==> config.mk <==
export PLATFORM = sky130hd
export DESIGN_NAME = id_stage_flat
export DESIGN_NICKNAME = d
export VERILOG_FILES = /design/src/rtl/id_stage_if.sv /design/src/rtl/id_stage.sv /design/src/flat_wrapper.sv
export SDC_FILE = /design/constraint.sdc
export NUM_CORES = 1
export LEC_CHECK = 0
export BUFFER_PORTS_ARGS = -buffer_cell sky130_fd_sc_hd__buf_2
export CAP_MARGIN = 30
export CELL_PAD_IN_SITES_DETAIL_PLACEMENT = 1
export CELL_PAD_IN_SITES_GLOBAL_PLACEMENT = 1
export CORE_MARGIN = 8
export CORE_UTILIZATION = 23
export DETAILED_ROUTE_END_ITERATION = 10
export HOLD_SLACK_MARGIN = 0.05
export MAX_ROUTING_LAYER = met4
export PLACE_DENSITY = 0.75
export SLEW_MARGIN = 20
export SYNTH_ARGS = -nofsm -noshare
export SYNTH_HDL_FRONTEND = slang
export SYNTH_SLANG_ARGS = --single-unit
==> constraint.sdc <==
create_clock -name clk -period 1.1 [get_ports clk]
set_clock_uncertainty 0.15 [all_clocks]
set_input_delay 0.22 -clock clk [delete_from_list [all_inputs] [get_ports clk]]
set_output_delay 0.22 -clock clk [all_outputs]
set_load 0.005 [all_outputs]
==> src/rtl/id_stage_if.sv <==
// id_stage_if: handshake and bus bundle around the glorbcore decode stage.
//   slave  modport : seen by id_stage (consumes fetch/writeback, drives execute side)
//   master modport : seen by the surrounding pipeline / environment
// Signals:
//   in_valid, in_ready, instruction        fetch -> decode handshake
//   out_valid, out_ready, out_rf_we,
//   out_rs1_address, out_rd_address,
//   out_branch_taken                       decode -> execute handshake
//   branch_flag, flush                     execute feedback
//   wb_valid, wb_address                   writeback completion report
//   busy                                   scoreboard bitmap of pending writes
interface id_stage_if #(
  parameter int IW  = 8,
  parameter int RFW = 2
);
  localparam int NREG = 2**RFW;

  logic            in_valid;
  logic            in_ready;
  logic [IW-1:0]   instruction;
  logic            out_valid;
  logic            out_ready;
  logic            out_rf_we;
  logic [RFW-1:0]  out_rs1_address;
  logic [RFW-1:0]  out_rd_address;
  logic            out_branch_taken;
  logic            branch_flag;
  logic            flush;
  logic            wb_valid;
  logic [RFW-1:0]  wb_address;
  logic [NREG-1:0] busy;

  modport slave (
    input  in_valid, instruction, out_ready, branch_flag, flush, wb_valid, wb_address,
    output in_ready, out_valid, out_rf_we, out_rs1_address, out_rd_address,
           out_branch_taken, busy
  );

  modport master (
    output in_valid, instruction, out_ready, branch_flag, flush, wb_valid, wb_address,
    input  in_ready, out_valid, out_rf_we, out_rs1_address, out_rd_address,
           out_branch_taken, busy
  );
endinterface

==> src/rtl/id_stage.sv <==
// id_stage: registered, handshaked instruction-decode stage.
//   Decodes rs1/rd/type from the incoming word, holds the result in an output
//   register with valid/ready flow control, resolves conditional branches and
//   supports flush. With ID_SCOREBOARD_EN defined, a register scoreboard stalls
//   RAW/WAW hazards; otherwise busy is tied low and writeback is ignored.
// Ports:
//   clk  clock
//   rst  synchronous active-high reset
//   bus  id_stage_if.slave (fetch, execute, writeback and busy signals)
// Configuration macro: ID_SCOREBOARD_EN
module id_stage #(
  parameter int IW  = 8,
  parameter int RFW = 2
) (
  input logic        clk,
  input logic        rst,
  id_stage_if.slave  bus
);
  localparam int NREG = 2**RFW;

  logic [RFW-1:0] dec_rs1;
  logic [RFW-1:0] dec_rd;
  logic           dec_b_type;
  logic           dec_rf_we;
  logic           dec_taken;
  logic           hazard;
  logic           accept;
  logic           issue;

  logic           out_valid_q, out_valid_d;
  logic           out_rf_we_q, out_rf_we_d;
  logic [RFW-1:0] out_rs1_q, out_rs1_d;
  logic [RFW-1:0] out_rd_q, out_rd_d;
  logic           out_taken_q, out_taken_d;

  assign dec_rs1    = bus.instruction[IW-1 -: RFW];
  assign dec_rd     = bus.instruction[IW-1-RFW -: RFW];
  assign dec_b_type = bus.instruction[0];
  assign dec_rf_we  = !dec_b_type && (dec_rd != '0);
  assign dec_taken  = dec_b_type && (!bus.instruction[1] || bus.branch_flag);

  assign issue  = out_valid_q && bus.out_ready && !bus.flush;

`ifdef ID_SCOREBOARD_EN
  logic [NREG-1:0] busy_q, busy_d;

  // busy_q is registered, so a writeback clear only unblocks the cycle after.
  // A held writer that is issuing this cycle still blocks its dependants.
  always_comb begin
    hazard = 1'b0;
    if (dec_rs1 != '0 && busy_q[dec_rs1])
      hazard = 1'b1;
    if (dec_rf_we && busy_q[dec_rd])
      hazard = 1'b1;
    if (out_valid_q && out_rf_we_q &&
        ((dec_rs1 != '0 && out_rd_q == dec_rs1) || (dec_rf_we && out_rd_q == dec_rd)))
      hazard = 1'b1;
  end

  // Clear first, then set, so an issue to the same register wins.
  always_comb begin
    busy_d = busy_q;
    if (bus.wb_valid && bus.wb_address != '0)
      busy_d[bus.wb_address] = 1'b0;
    if (issue && out_rf_we_q)
      busy_d[out_rd_q] = 1'b1;
    busy_d[0] = 1'b0;
  end

  always_ff @(posedge clk) begin
    if (rst) busy_q <= '0;
    else     busy_q <= busy_d;
  end

  assign bus.busy = busy_q;
`else
  logic unused_wb;
  assign unused_wb = bus.wb_valid ^ (^bus.wb_address);
  assign hazard    = 1'b0;
  assign bus.busy  = '0;
`endif

  assign bus.in_ready = !rst && !bus.flush && !hazard && (!out_valid_q || bus.out_ready);
  assign accept       = bus.in_valid && bus.in_ready;

  // Held fields only change on accept; a plain issue or flush drops valid only.
  always_comb begin
    out_valid_d = out_valid_q;
    out_rf_we_d = out_rf_we_q;
    out_rs1_d   = out_rs1_q;
    out_rd_d    = out_rd_q;
    out_taken_d = out_taken_q;
    if (accept) begin
      out_valid_d = 1'b1;
      out_rf_we_d = dec_rf_we;
      out_rs1_d   = dec_rs1;
      out_rd_d    = dec_rd;
      out_taken_d = dec_taken;
    end else if (out_valid_q && (bus.out_ready || bus.flush)) begin
      out_valid_d = 1'b0;
    end
  end

  always_ff @(posedge clk) begin
    if (rst) begin
      out_valid_q <= 1'b0;
      out_rf_we_q <= 1'b0;
      out_rs1_q   <= '0;
      out_rd_q    <= '0;
      out_taken_q <= 1'b0;
    end else begin
      out_valid_q <= out_valid_d;
      out_rf_we_q <= out_rf_we_d;
      out_rs1_q   <= out_rs1_d;
      out_rd_q    <= out_rd_d;
      out_taken_q <= out_taken_d;
    end
  end

  assign bus.out_valid        = out_valid_q;
  assign bus.out_rf_we        = out_rf_we_q;
  assign bus.out_rs1_address  = out_rs1_q;
  assign bus.out_rd_address   = out_rd_q;
  assign bus.out_branch_taken = out_taken_q;
endmodule

==> src/flat_wrapper.sv <==
// flat-port wrapper written by rule: the top's interface ports become plain ports
module id_stage_flat 
#(
  parameter int IW  = 8,
  parameter int RFW = 2
)
  (clk, rst, bus_in_valid, bus_instruction, bus_out_ready, bus_branch_flag, bus_flush, bus_wb_valid, bus_wb_address, bus_in_ready, bus_out_valid, bus_out_rf_we, bus_out_rs1_address, bus_out_rd_address, bus_out_branch_taken, bus_busy);
  id_stage_if #(.IW(IW), .RFW(RFW)) bus_i ();
  input logic clk;
  input logic rst;
  input wire logic [$bits(bus_i.in_valid)-1:0] bus_in_valid;
  input wire logic [$bits(bus_i.instruction)-1:0] bus_instruction;
  input wire logic [$bits(bus_i.out_ready)-1:0] bus_out_ready;
  input wire logic [$bits(bus_i.branch_flag)-1:0] bus_branch_flag;
  input wire logic [$bits(bus_i.flush)-1:0] bus_flush;
  input wire logic [$bits(bus_i.wb_valid)-1:0] bus_wb_valid;
  input wire logic [$bits(bus_i.wb_address)-1:0] bus_wb_address;
  output wire logic [$bits(bus_i.in_ready)-1:0] bus_in_ready;
  output wire logic [$bits(bus_i.out_valid)-1:0] bus_out_valid;
  output wire logic [$bits(bus_i.out_rf_we)-1:0] bus_out_rf_we;
  output wire logic [$bits(bus_i.out_rs1_address)-1:0] bus_out_rs1_address;
  output wire logic [$bits(bus_i.out_rd_address)-1:0] bus_out_rd_address;
  output wire logic [$bits(bus_i.out_branch_taken)-1:0] bus_out_branch_taken;
  output wire logic [$bits(bus_i.busy)-1:0] bus_busy;
  assign bus_i.in_valid = bus_in_valid;
  assign bus_i.instruction = bus_instruction;
  assign bus_i.out_ready = bus_out_ready;
  assign bus_i.branch_flag = bus_branch_flag;
  assign bus_i.flush = bus_flush;
  assign bus_i.wb_valid = bus_wb_valid;
  assign bus_i.wb_address = bus_wb_address;
  assign bus_in_ready = bus_i.in_ready;
  assign bus_out_valid = bus_i.out_valid;
  assign bus_out_rf_we = bus_i.out_rf_we;
  assign bus_out_rs1_address = bus_i.out_rs1_address;
  assign bus_out_rd_address = bus_i.out_rd_address;
  assign bus_out_branch_taken = bus_i.out_branch_taken;
  assign bus_busy = bus_i.busy;
  id_stage #(.IW(IW), .RFW(RFW)) u_core (.clk(clk), .rst(rst), .bus(bus_i));
endmodule
==> flow_metrics.tcl <==
set metrics [dict create \
    run_status "finished, violations left" \
    violations "setup timing" \
    synth_commonest_cells "7 x dfxtp_1, 4 x and2b_4, 4 x buf_4, 4 x mux2_4" \
    post_drt_via_cell_ratio 4.14 \
    crit_slowest_cell "dfxtp_2" \
    cp_data_required_time_ns 0.73 \
    post-route-period-util 1.25 \
    dpl.cell_count 68 \
    comb_power_share 0.174 \
    powerDensity_nw_per_um2 1110 \
    clk_pin_slew_worst_paths_ns 0.05 \
    synth_area_sq_um 385 \
    hold_slack_ns 0.0535 \
    synth_top_cell_area_share 0.364 \
    num_vias 306 \
    rr_startpoint "u_core.bus.out_valid$_SDFFE_PP0P_" \
    core_area_sq_um 1540 \
    cts_tree "done" \
    fillerInstances 180 \
    nNetsFinal 76 \
    cp_max_fo 2 \
    synth_area_per_cell_sq_um 12.0 \
    track_usage 0.0600 \
    num_rows 14 \
    route.detailed.drc 0 \
    die_h_microns 56.9 \
    crit_cells 4 \
    synth_largest_area_cell "dfxtp_1" \
    portBuffers 19 \
    worstSkewPairLatency_ns 0.24 \
    startpoint_type "flop" \
    cts_made_buffers 3 \
    grt-ovfl-total 0 \
    drive_gt1_frac 0.810 \
    clkPwrFrac 0.376 \
    crit_path_end "bus_in_ready" \
    setup_viol 7 \
    clock-sinks 7 \
    finalHoldViolCount 0 \
    sequentialPowerShare 0.450 \
    first_pass_iters 1 \
    r2r_end "u_core.bus.out_rs1_address[1]$_SDFFE_PP0P_" \
    critical-path-top-delay-family "flip-flops" \
    grt_max_degree 9 \
    wire_per_inst_microns 12.1 \
    rsz0062_at_grt "true" \
    cp_num_buf_inv 2 \
    synth_edf_count 0 \
    synth_top_family_by_area "simple AND/OR/NAND/NOR gates" \
    io_pins 29 \
    synthXorXnorAreaFrac 0 \
    reg2regPathDepth 4 \
    arrival_ns 1.01 \
    antenna_cells 0 \
    hp-class "in -> reg" \
    synthSimpleGateAreaFrac 0.279 \
    worst_slack_ns -0.277 \
    synth_mux_area_frac 0.208 \
    synth_compound_area_frac 0.0519 \
    crit_type "reg -> out" \
    root_buffer "clkbuf_4" \
    max_stage_delay_ns 0.31 \
    initial_core_util 0.250 \
    yosys_warnings 0 \
    synth.most_common_cell "dfxtp_1" \
    vdd_ir_drop_max_mv 0.481 \
    fmax_mhz 726 \
    gp_congestion 0.615 \
    slew_viol_final 0 \
    p_switching_mw 0.142 \
    p_int_mw 0.474 \
    critPathLaunch "u_core.bus.out_valid$_SDFFE_PP0P_" \
    ys_ff_latch 7 \
    dieArea_sq_um 3240 \
    ant_nets 0 \
    yosysUniqueCellTypes 15 \
    synth_adder_area_share 0 \
    antenna_found_initial 0 \
    die_w_microns 56.9 \
    cap_violations 0 \
    dp_hpwl_microns 746 \
    area_growth_pct 44.2 \
    synth_ff_type "dfxtp_1" \
    ys_seq_area_frac 0.364 \
    cp_cell_sequence "nor2b_4 -> buf_4 -> nor3_2 -> buf_2" \
    grt_pass1_wl_microns 1490 \
    power.share.switching 0.231 \
    p_leak_nw 0.309 \
    final_cells 74 \
    clockBufferDepth 2 \
    grt_pass1_vias 360 \
    end_kind "output pin" \
    ctsHtreeMaxLevel 1 \
    wl_microns 893 \
    r2r_slack_ns -0.22 \
    async_flop_share 0 \
    synth.top_cells.by_area "dfxtp_1 36%, mux2_4 16%, and2b_4 10%" \
    hp-start "bus_instruction[6]" \
    final.min_clock_period_ns 1.38 \
    drt-initial-drc-count 0 \
    synthCells 32 \
]
## how the worst min path moves through the flow
stage	end	slack, ns	cells past startpoint
5_1_grt	u_core.bus.out_rs1_address[1]$_SDFFE_PP0P_	0.04	2
4_1_cts	u_core.bus.out_rs1_address[0]$_SDFFE_PP0P_	0.05	2
6_report	u_core.bus.out_rs1_address[0]$_SDFFE_PP0P_	0.05	2
3_5_place_dp	u_core.bus.out_rs1_address[0]$_SDFFE_PP0P_	0.30	2
2_1_floorplan	u_core.bus.out_valid$_SDFFE_PP0P_	0.19	1
3_3_place_gp	u_core.bus.out_rs1_address[0]$_SDFFE_PP0P_	0.30	2
## through the flow
stage	util	setup TNS, ns	setup WS (ns)	power [mW]	area (sq um)
after floorplan	-	-0.419	-0.105	0.340	398
after global placement	0.323	-0.703	-0.123	0.380	498
after detailed placement	0.323	-0.725	-0.127	0.382	498
after CTS	0.351	-1.56	-0.299	0.628	542
after global routing	0.360	-1.79	-0.352	0.665	556
final	0.360	-1.47	-0.277	0.616	556
## layout by cell type (no fill, tap or decap)
master    instances
buf_2            19
dfxtp_2           7
and2b_4           4
mux2_4            4
conb_1            4
clkbuf_4          3
buf_4             3
nand2b_2          2
mux2i_1           2
nor2b_4           1
nor3_2            1
nor2_4            1
nand3b_4          1
o21bai_1          1
o21a_1            1
inv_1             1
o21ai_0           1
clkbuf_1          1
buf_6             1
## cells by family after synthesis
logic type,after synthesis
compound gates,3
buf+inv,5
mux,6
flops,7
simple gates,10
other cells,1
## layer usage
metal  vias up  GRT usage  share of wire
met5         -          -              0
met4         0     0.0201              0
met3         0     0.0465          0.082
met2        17     0.0853           0.44
met1       138     0.0622           0.48
li1        151          -              -
## state kept, by name, indices dropped and copies added (netlist names)
signal and count:
u_core.bus.out_rf_we 1, u_core.bus.out_rs1_address 2, u_core.bus.out_valid 1, u_core.bus.out_rd_address 2, u_core.bus.out_branch_taken 1
## repair_timing
action	in CTS	in global routing
setup endpoints to repair	8	13
resized for setup	3	5
setup buffers	1	1
hold endpoints to repair	2	4
## layout make-up
cell class	count	area, sq um	share of cell area
clock buffer	4	26.3	0.0473
inverter	1	3.75	0.00676
multi-input combinational	23	228	0.410
sequential	7	149	0.268
tap	16	20.0	0.0360
timing repair buffer	23	129	0.232
## power groups by stage
stage | clock (mW) | sequential, mW | combinational [mW]
after floorplan | 0 | 0.281 | 0.0591
after global placement | 0 | 0.279 | 0.101
after detailed placement | 0 | 0.280 | 0.102
after CTS | 0.246 | 0.275 | 0.107
after global routing | 0.270 | 0.278 | 0.117
final | 0.232 | 0.277 | 0.107
No activity file was read; power rests on OpenSTA's default activity.
